--- src/rtl/gray_sum_stage_pkg.sv ---
// Shared types and constants for the gray summation stage.
package gray_sum_stage_pkg;

    // Sequencer states: wait for three products, two adds, one settle cycle.
    typedef enum logic [1:0] {
        ST_IDLE = 2'd0,
        ST_ADD1 = 2'd1,
        ST_ADD2 = 2'd2,
        ST_DONE = 2'd3
    } state_e;

    localparam logic [31:0] FP_INF  = 32'h7F80_0000;
    localparam logic [31:0] FP_ZERO = 32'h0000_0000;

    localparam int EXP_W  = 8;
    localparam int MANT_W = 23;

    localparam logic [EXP_W-1:0] EXP_ZERO = 8'h00;
    localparam logic [EXP_W-1:0] EXP_MAX  = 8'hFF;

endpackage

--- src/rtl/fp_add_pos.sv ---
// Combinational single-precision adder for non-negative operands.
// Signs are ignored, denormals flush to zero, rounding truncates, and any
// infinite/NaN operand or exponent overflow saturates to +inf with ovf set.
module fp_add_pos
    import gray_sum_stage_pkg::*;
(
    input  logic [31:0] a,
    input  logic [31:0] b,
    output logic [31:0] sum,
    output logic        ovf
);

    logic [EXP_W-1:0]  exp_a_s;
    logic [EXP_W-1:0]  exp_b_s;
    logic              a_big_s;
    logic [EXP_W-1:0]  exp_big_s;
    logic [EXP_W-1:0]  exp_small_s;
    logic [MANT_W:0]   mant_big_s;
    logic [MANT_W:0]   mant_small_s;
    logic [EXP_W-1:0]  exp_diff_s;
    logic [MANT_W:0]   mant_shift_s;
    logic [MANT_W+1:0] mant_sum_s;
    logic [EXP_W:0]    exp_norm_s;
    logic [MANT_W:0]   mant_norm_s;
    logic              unused_s;

    assign exp_a_s = a[30:23];
    assign exp_b_s = b[30:23];

    // Sign bits and the normalised hidden bit never reach the result.
    assign unused_s = ^{a[31], b[31], mant_norm_s[MANT_W]};

    // Order operands by exponent and align the smaller mantissa.
    always_comb begin
        a_big_s      = (exp_a_s >= exp_b_s);
        exp_big_s    = exp_b_s;
        exp_small_s  = exp_a_s;
        mant_big_s   = {1'b1, b[22:0]};
        mant_small_s = {1'b1, a[22:0]};
        if (a_big_s) begin
            exp_big_s    = exp_a_s;
            exp_small_s  = exp_b_s;
            mant_big_s   = {1'b1, a[22:0]};
            mant_small_s = {1'b1, b[22:0]};
        end else begin
            exp_big_s    = exp_b_s;
            exp_small_s  = exp_a_s;
        end
        exp_diff_s = exp_big_s - exp_small_s;
        // A shift of 24 or more pushes every bit out: contribution is zero.
        if (exp_diff_s >= 8'd24) begin
            mant_shift_s = 24'd0;
        end else begin
            mant_shift_s = mant_small_s >> exp_diff_s;
        end
        mant_sum_s = {1'b0, mant_big_s} + {1'b0, mant_shift_s};
        // Carry out renormalises by one place; the dropped LSB is truncated.
        if (mant_sum_s[MANT_W+1]) begin
            exp_norm_s  = {1'b0, exp_big_s} + 9'd1;
            mant_norm_s = mant_sum_s[MANT_W+1:1];
        end else begin
            exp_norm_s  = {1'b0, exp_big_s};
            mant_norm_s = mant_sum_s[MANT_W:0];
        end
    end

    // Pick the special-case or normal result.
    always_comb begin
        sum = FP_ZERO;
        ovf = 1'b0;
        if ((exp_a_s == EXP_MAX) || (exp_b_s == EXP_MAX)) begin
            sum = FP_INF;
            ovf = 1'b1;
        end else if (exp_a_s == EXP_ZERO) begin
            sum = {1'b0, b[30:0]};
        end else if (exp_b_s == EXP_ZERO) begin
            sum = {1'b0, a[30:0]};
        end else if (exp_norm_s >= {1'b0, EXP_MAX}) begin
            sum = FP_INF;
            ovf = 1'b1;
        end else begin
            sum = {1'b0, exp_norm_s[EXP_W-1:0], mant_norm_s[MANT_W-1:0]};
        end
    end

endmodule

--- src/rtl/gray_sum_stage.sv ---
// Final RGB-to-gray stage: captures three weighted channel products as their
// flags arrive, then sums (R+G)+B on one shared adder over two cycles.
module gray_sum_stage
    import gray_sum_stage_pkg::*;
#(
    parameter int DATA_W = 32
) (
    input  logic              CLK,
    input  logic              RST,
    input  logic [DATA_W-1:0] Red_In,
    input  logic [DATA_W-1:0] Green_In,
    input  logic [DATA_W-1:0] Blue_In,
    input  logic              Flag_Red,
    input  logic              Flag_Green,
    input  logic              Flag_Blue,
    output logic [DATA_W-1:0] Gray_Out,
    output logic              Gray_Valid,
    output logic              Busy,
    output logic              Overflow
);

    state_e            state_r;
    state_e            state_nxt_s;
    logic [2:0]        cap_r;
    logic [2:0]        cap_nxt_s;
    logic [DATA_W-1:0] red_hold_r;
    logic [DATA_W-1:0] green_hold_r;
    logic [DATA_W-1:0] blue_hold_r;
    logic [DATA_W-1:0] acc_r;
    logic [DATA_W-1:0] gray_out_r;
    logic              gray_valid_r;
    logic              busy_r;
    logic              overflow_r;
    logic [DATA_W-1:0] op_a_s;
    logic [DATA_W-1:0] op_b_s;
    logic [DATA_W-1:0] sum_s;
    logic              ovf_s;

    // Capture bits as they would stand after this edge in IDLE.
    assign cap_nxt_s = cap_r | {Flag_Blue, Flag_Green, Flag_Red};

    // Next-state decode.
    always_comb begin
        state_nxt_s = state_r;
        case (state_r)
            ST_IDLE: begin
                if (cap_nxt_s == 3'b111) begin
                    state_nxt_s = ST_ADD1;
                end else begin
                    state_nxt_s = ST_IDLE;
                end
            end
            ST_ADD1: state_nxt_s = ST_ADD2;
            ST_ADD2: state_nxt_s = ST_DONE;
            ST_DONE: state_nxt_s = ST_IDLE;
            default: state_nxt_s = ST_IDLE;
        endcase
    end

    // Steer the shared adder: R+G in ADD1, acc+B otherwise.
    always_comb begin
        op_a_s = acc_r;
        op_b_s = blue_hold_r;
        if (state_r == ST_ADD1) begin
            op_a_s = red_hold_r;
            op_b_s = green_hold_r;
        end else begin
            op_a_s = acc_r;
            op_b_s = blue_hold_r;
        end
    end

    fp_add_pos u_fp_add (
        .a   (op_a_s),
        .b   (op_b_s),
        .sum (sum_s),
        .ovf (ovf_s)
    );

    // State register.
    always_ff @(posedge CLK) begin
        if (RST) begin
            state_r <= ST_IDLE;
        end else begin
            state_r <= state_nxt_s;
        end
    end

    // Latch each product once per result; flags outside IDLE are dropped.
    always_ff @(posedge CLK) begin
        if (RST) begin
            cap_r        <= 3'b000;
            red_hold_r   <= FP_ZERO;
            green_hold_r <= FP_ZERO;
            blue_hold_r  <= FP_ZERO;
        end else begin
            case (state_r)
                ST_IDLE: begin
                    if (Flag_Red && !cap_r[0]) begin
                        red_hold_r <= Red_In;
                    end
                    if (Flag_Green && !cap_r[1]) begin
                        green_hold_r <= Green_In;
                    end
                    if (Flag_Blue && !cap_r[2]) begin
                        blue_hold_r <= Blue_In;
                    end
                    cap_r <= cap_nxt_s;
                end
                ST_DONE: cap_r <= 3'b000;
                default: cap_r <= cap_r;
            endcase
        end
    end

    // Accumulator, result, flags and busy indication.
    always_ff @(posedge CLK) begin
        if (RST) begin
            acc_r        <= FP_ZERO;
            gray_out_r   <= FP_ZERO;
            gray_valid_r <= 1'b0;
            busy_r       <= 1'b0;
            overflow_r   <= 1'b0;
        end else begin
            busy_r <= (state_nxt_s != ST_IDLE);
            case (state_r)
                ST_ADD1: begin
                    acc_r        <= sum_s;
                    gray_valid_r <= 1'b0;
                end
                ST_ADD2: begin
                    // A saturated first add leaves acc at +inf, which the
                    // second add flags again, so ovf_s covers both adds.
                    gray_out_r   <= sum_s;
                    overflow_r   <= ovf_s;
                    gray_valid_r <= 1'b1;
                end
                default: gray_valid_r <= 1'b0;
            endcase
        end
    end

    assign Gray_Out   = gray_out_r;
    assign Gray_Valid = gray_valid_r;
    assign Busy       = busy_r;
    assign Overflow   = overflow_r;

endmodule

--- config.mk ---
export PLATFORM = sky130hd
export DESIGN_NAME = gray_sum_stage
export DESIGN_NICKNAME = d
export VERILOG_FILES = /design/src/rtl/gray_sum_stage_pkg.sv /design/src/rtl/fp_add_pos.sv /design/src/rtl/gray_sum_stage.sv
export SDC_FILE = /design/constraint.sdc
export NUM_CORES = 1
export LEC_CHECK = 0
export BUFFER_PORTS_ARGS = -buffer_cell sky130_fd_sc_hd__clkbuf_2
export CELL_PAD_IN_SITES_DETAIL_PLACEMENT = 0
export CELL_PAD_IN_SITES_GLOBAL_PLACEMENT = 1
export CORE_MARGIN = 2
export CORE_UTILIZATION = 50
export CTS_BUF_LIST = sky130_fd_sc_hd__clkbuf_4
export CTS_CLUSTER_SIZE = 12
export DETAILED_ROUTE_END_ITERATION = 10
export PLACE_DENSITY_LB_ADDON = 0.1
export SKIP_LAST_GASP = 1
export SLEW_MARGIN = 0
export SYNTH_ARGS = -nofsm -noshare
export SYNTH_HDL_FRONTEND = slang
export SYNTH_SLANG_ARGS = --single-unit
--- constraint.sdc ---
create_clock -name CLK -period 22.4 [get_ports CLK]
set_input_delay 3.36 -clock CLK [delete_from_list [all_inputs] [get_ports CLK]]
set_output_delay 3.36 -clock CLK [all_outputs]
set_load 0.01 [all_outputs]
Word level (Yosys, flattened, before mapping). Index checks and enable logic that the tools add are counted.

Register bits: 164. Output and inout port bits: 35. Input port bits: 101. Logic and storage cells: 60.

Magnitude comparators: 3. Eq/ne operators: 6. Shift-type cells: 1. Mux-type cells: 21. Add/subtract/negate cells: 3. Reductions and logical operators: 15. Bitwise gates (word level): 1.

Operators by type and width (number): $mux 32 (3); $mux 31 (3); $mux 23 (3); $add 24x24->25 (1); $mux 24 (1); $shr 24x8->24 (1); $eq 8x8->1 const B (2); $logic_not 8->1 (2); $mux 8 (2); $add 8x1->9 const B (1); $ge 9x8->1 const B (1); $mux 9 (1); $ge 8x5->1 const B (1); $ge 8x8->1 (1); $pmux 2 s4 (1); $sub 8x8->8 (1); $mux 1 (6); $pmux 3 s2 (1); $reduce_and 2->1 (3); $eq 2x2->1 const B (2); $reduce_bool 2->1 (2); $eq 3x3->1 const B (1); $logic_and 1x1->1 (3); $logic_not 1->1 (3); 4 further kinds (4).

Logic depth before layout (Yosys ltp).
Depth after elaboration: 14. Mapped depth: 47. Gate-level depth less buffers: 37.

Cells and area by module. A second synthesis with hierarchy kept.

Cell total of the unflattened synthesis: 1555. Area total of the unflattened synthesis: 11737.5 um^2.

By module, submodules not included: gray_sum_stage (times used 1, cells an instance 799, area each 6834.1 um^2); fp_add_pos (times used 1, cells an instance 756, area each 4903.5 um^2).

Worst setup path after synthesis. Ideal clock, no wire load.

Path kind: reg-to-reg. Start: reg state_r[1]. End: reg gray_out_r[10] (netlist: Gray_Out[10]). Required time: 22.283 ns. Path buffers: 10. Period minus slack after synthesis: 9.618 ns. Stages on the path, launching flop included: 47. Setup time: 0.117 ns. Data arrival time: 9.500 ns. Slack: 12.782 ns. Cell sequence: dfxtp_1 > inv_1 > ha_1 > buf_6 > buf_2 > buf_2 > buf_1 > mux2i_1 > inv_1 > ha_1 > a21oi_1 > o21ai_0 > a21o_1 > nor2_1 > buf_2 > buf_1 > buf_1 > a21oi_1 > [... 11 more ...] > ha_1 > inv_1 > fa_1 > nand2b_1 > a21oi_1 > o211a_1 > o21ai_0 > o21a_1 > a21oi_1 > a21o_1 > clkbuf_1 > inv_1 > a21oi_2 > o22ai_2 > o21ai_2 > buf_6 > o221ai_2 > a32o_1.

Longest elaborated chain between the ends: 14.

Ends and longest elaborated chain: from (decl) (line gray_sum_stage.sv:22) `state_e state_r;`; from (signal assigned) (line gray_sum_stage.sv:85) `state_r <= state_nxt_s;`; $eq 2x1->1 (line gray_sum_stage.sv:64) `if (state_r == ST_ADD1) begin`; $mux 31 (line gray_sum_stage.sv:64); $ge 8x8->1 (line fp_add_pos.sv:35) `a_big_s = (exp_a_s >= exp_b_s);`; $mux 8 (line fp_add_pos.sv:40) `if (a_big_s) begin`; $sub 8x8->8 (line fp_add_pos.sv:49) `exp_diff_s = exp_big_s - exp_small_s;`; $shr 24x8->24 / $ge 8x5->1 (equally long branches) (line fp_add_pos.sv:54, fp_add_pos.sv:51); $mux 24 (line fp_add_pos.sv:51) `if (exp_diff_s >= 8'd24) begin`; $add 24x24->25 (line fp_add_pos.sv:56) `mant_sum_s = {1'b0, mant_big_s} + {1'b0, mant_shift_s};`; $mux 9 (line fp_add_pos.sv:58) `if (mant_sum_s[MANT_W+1]) begin`; $ge 9x8->1 (line fp_add_pos.sv:78) `end else if (exp_norm_s >= {1'b0, EXP_MAX}) begin`; $mux 31 (line fp_add_pos.sv:78); $mux 32 (line fp_add_pos.sv:76) `end else if (exp_b_s == EXP_ZERO) begin`; $mux 32 (line fp_add_pos.sv:74) `end else if (exp_a_s == EXP_ZERO) begin`; $mux 32 (line fp_add_pos.sv:71) `if ((exp_a_s == EXP_MAX) || (exp_b_s == EXP_MAX)) begin`; to (signal assigned) (line gray_sum_stage.sv:134) `gray_out_r <= sum_s;`; to (decl) (line gray_sum_stage.sv:30) `logic [DATA_W-1:0] gray_out_r;`.

Several ways; a longest one is shown, not always the timed one. A chain may end at the register's enable or synchronous reset.

Worst setup path in the final report.
Start: reg state_r[1]. End: reg gray_out_r[11] (netlist: Gray_Out[11]).

The elaborated chain is that of the path after synthesis.

==> out/metrics.cfg <==
[die]
dieArea_mm2 = 0.0251
coreArea_mm2 = 0.0235
rows = 56
die_x_um = 158
pin_count = 136
initial_core_util = 0.508
chipHeight_um = 158

[synth]
syn_nets = 1568
yosys.area.top_type = dfxtp_1
synthCells = 1430
syn_area_per_cell_um2 = 8.34
async_reset_ff_frac = 0
netlist.area_leader.share = 0.274
synth_edf_count = 0
yosysWarnings = 0
synth_top_flop_cell = dfxtp_1
syn_area_mm2 = 0.0119
synth_cell_types = 83
ys_seq_elements = 163
ys_seq_area_frac = 0.274
netlist_top_cells_area = dfxtp_1 27%, mux2i_1 10%, mux4_2 8.7%

[clock_network]
htreeDepth = 4
clkTransAtPathRegs_ns = 0.18
clock-root-buffer = clkbuf_4
cts_setup_buffers = 0
cts_sinks = 163
ctsHoldBuffers = 0
cts_buffers = 17
worstSkewPairLatency_ns = 0.59
clockBufferDepth = 2
tritoncts = built
ctsResizeCount = 0

[route]
postRouteAntennaNets = 0
drc_errors = 0
wirelength_um = 37300
via_count = 11193
drt_iter0_markers = 1024
viasPerCell = 6.11
wl_per_cell_um = 20.4
dr.pass1.iters = 5

[timing]
worst_pin_slew_ns = 1.11
maxSlewViolCount = 0
max_freq_mhz = 88.0
rsz0062_at_grt = no
fin_skew_ns = 0.0325
period_needed_ns = 11.36
relSlewSlack = 0.263
finalHoldViolCount = 0
fin_crit_sh = 0.507
fin_ws_ns = 11.04
tns_ns = 0
finalSetupViolations = 0

[place]
dp_worst_setup_slack_ns = 11.25
place_congestion = 0.892
dpl.hpwl_um = 27300
dpl-instance-area_mm2 = 0.0128
portBuffers = 131

[setup_path]
cp-start-kind = register
cp_slowest_cell = mux2i_2
startpoint = state_r[1]
critPathKind = reg2reg
worstSetupEndpointType = register
slowest_delay_ns = 0.60
r2r_start = state_r[1]
timing.rr.end = Gray_Out[11]
r2r_cells = 40
worstPathArrival_ns = 11.85
cp_common_cell = inv_1
reg2reg_slack_ns = 11.04
cp_max_fo = 50
worstPathRequired_ns = 22.89

[power_and_ir_drop]
peakVddDrop_mv = 0.0491
cellPowerDensity_mw_per_mm2 = 96.7
p_leak_nw = 5.24

[grt]
grt_max_degree = 77
grt-ovfl-total = 0
grt_pass1_vias = 10355
antenna_found_initial = 1
grt_use_total = 0.300
grt_pass1_wl_um = 57900

[min_path]
min_from = green_hold_r[28]
min_to = green_hold_r[28]
holdPathStages = 2
hp-class = reg2reg

[finish]
final_common_cell = nand2_1
final_layout_size_suffix_gt1_frac = 0.199
fillCellCount = 2259
syn_to_final_growth_pct = 9.63
nets = 1636
multi_input_area_mm2 = 0.00816
post-route-util = 0.557
finalInstanceArea_mm2 = 0.0131
register_area_mm2 = 0.00326
final_cell_mix = 263 x nand2_1, 164 x a21oi_1, 163 x dfxtp_1

[outcome]
outcome = completed

[run]
drv_cap = 0

-- logic make-up (layout without fill, tap and decap cells) --
family,Yosys count,count (layout),synth area share
simple gates,472,472,0.174
compound gates,403,403,0.238
mux,180,180,0.201
flops,163,163,0.274
buf+inv,137,218,0.0470
fa+ha+maj,37,37,0.0394
xor+xnor,37,37,0.0272
other cells,1,2,0.000314
-- layout make-up --
| class | instances | area share |
|---|---|---|
| multi-input combinational | 1130 | 0.624 |
| sequential | 163 | 0.250 |
| timing repair buffer | 159 | 0.0664 |
| tap | 319 | 0.0305 |
| clock inverter | 15 | 0.0122 |
| clock buffer | 17 | 0.00976 |
| inverter | 27 | 0.00775 |
| antenna | 1 | 0.000191 |
-- worst max-delay path, delay by kind of cell (launching register included) --
| family | cells | cell delay, ns |
|---|---|---|
| compound gates | 16 | 3.70 |
| simple gates | 8 | 2.10 |
| buf+inv | 7 | 1.94 |
| fa+ha+maj | 5 | 1.73 |
| mux | 3 | 1.15 |
| flops | 1 | 0.36 |
| xor+xnor | 1 | 0.20 |
-- metal layers --
metal  up-vias  routed length (µm)  part of all wire  track usage
met3        33                2940             0.079       0.0648
met5         -                   0                 0            0
met4         0                 519             0.014       0.0682
met1      5374               18200              0.49        0.454
met2       402               15600              0.42        0.435
li1       5384                   -                 -            -
-- report_power, final --
group	switching (W)	leakage (nW)	total (W)	internal, W
Combinational	0.000463	3.76	0.000735	0.000272
Clock	0.000134	0.153	0.000185	0.0000514
Sequential	0.0000282	1.33	0.000345	0.000317
Total	0.000625	5.24	0.00126	0.000640
-- state kept, by name (all words and copies together) (netlist names) --
| register | flops |
|---|---|
| state_r | 2 |
| cap_r | 3 |
| acc_r | 31 |
| red_hold_r | 31 |
| Overflow | 1 |
| blue_hold_r | 31 |
| Busy | 1 |
| Gray_Valid | 1 |
| green_hold_r | 31 |
| Gray_Out | 31 |
-- worst max-delay path by stage --
stage                         to  slack [ns]  depth (start not counted)
floorplan           Gray_Out[10]       12.78                         46
global placement    Gray_Out[11]       11.36                         38
detailed placement  Gray_Out[11]       11.25                         40
CTS                    acc_r[21]       11.17                         40
global route           acc_r[21]       10.40                         40
finish              Gray_Out[11]       11.04                         40
-- through the flow --
step,hold slack [ns],power (W),instances
after floorplan,0.432,0.000898,1430
after global placement,0.441,0.00107,1798
after detailed placement,0.448,0.00108,1798
after CTS,0.469,0.00126,1830
after global routing,0.494,0.00135,1831
final,0.467,0.00126,1831
-- cell usage after synthesis (13+ instances only) --
master    count
nor2_1      106
a22oi_1      13
mux4_2       46
clkbuf_1     75
dfxtp_1     163
o21a_1       28
nand2b_1     13
inv_1        27
a21o_1       15
xnor2_1      25
o21ai_0      32
a22o_1       21
buf_1        20
mux2i_1     121
o221ai_2     18
a21oi_1     164
a32o_1       26
a211oi_1     24
nand2_1     263
ha_1         36
Note: power is estimated with default switching activity, not from simulation.
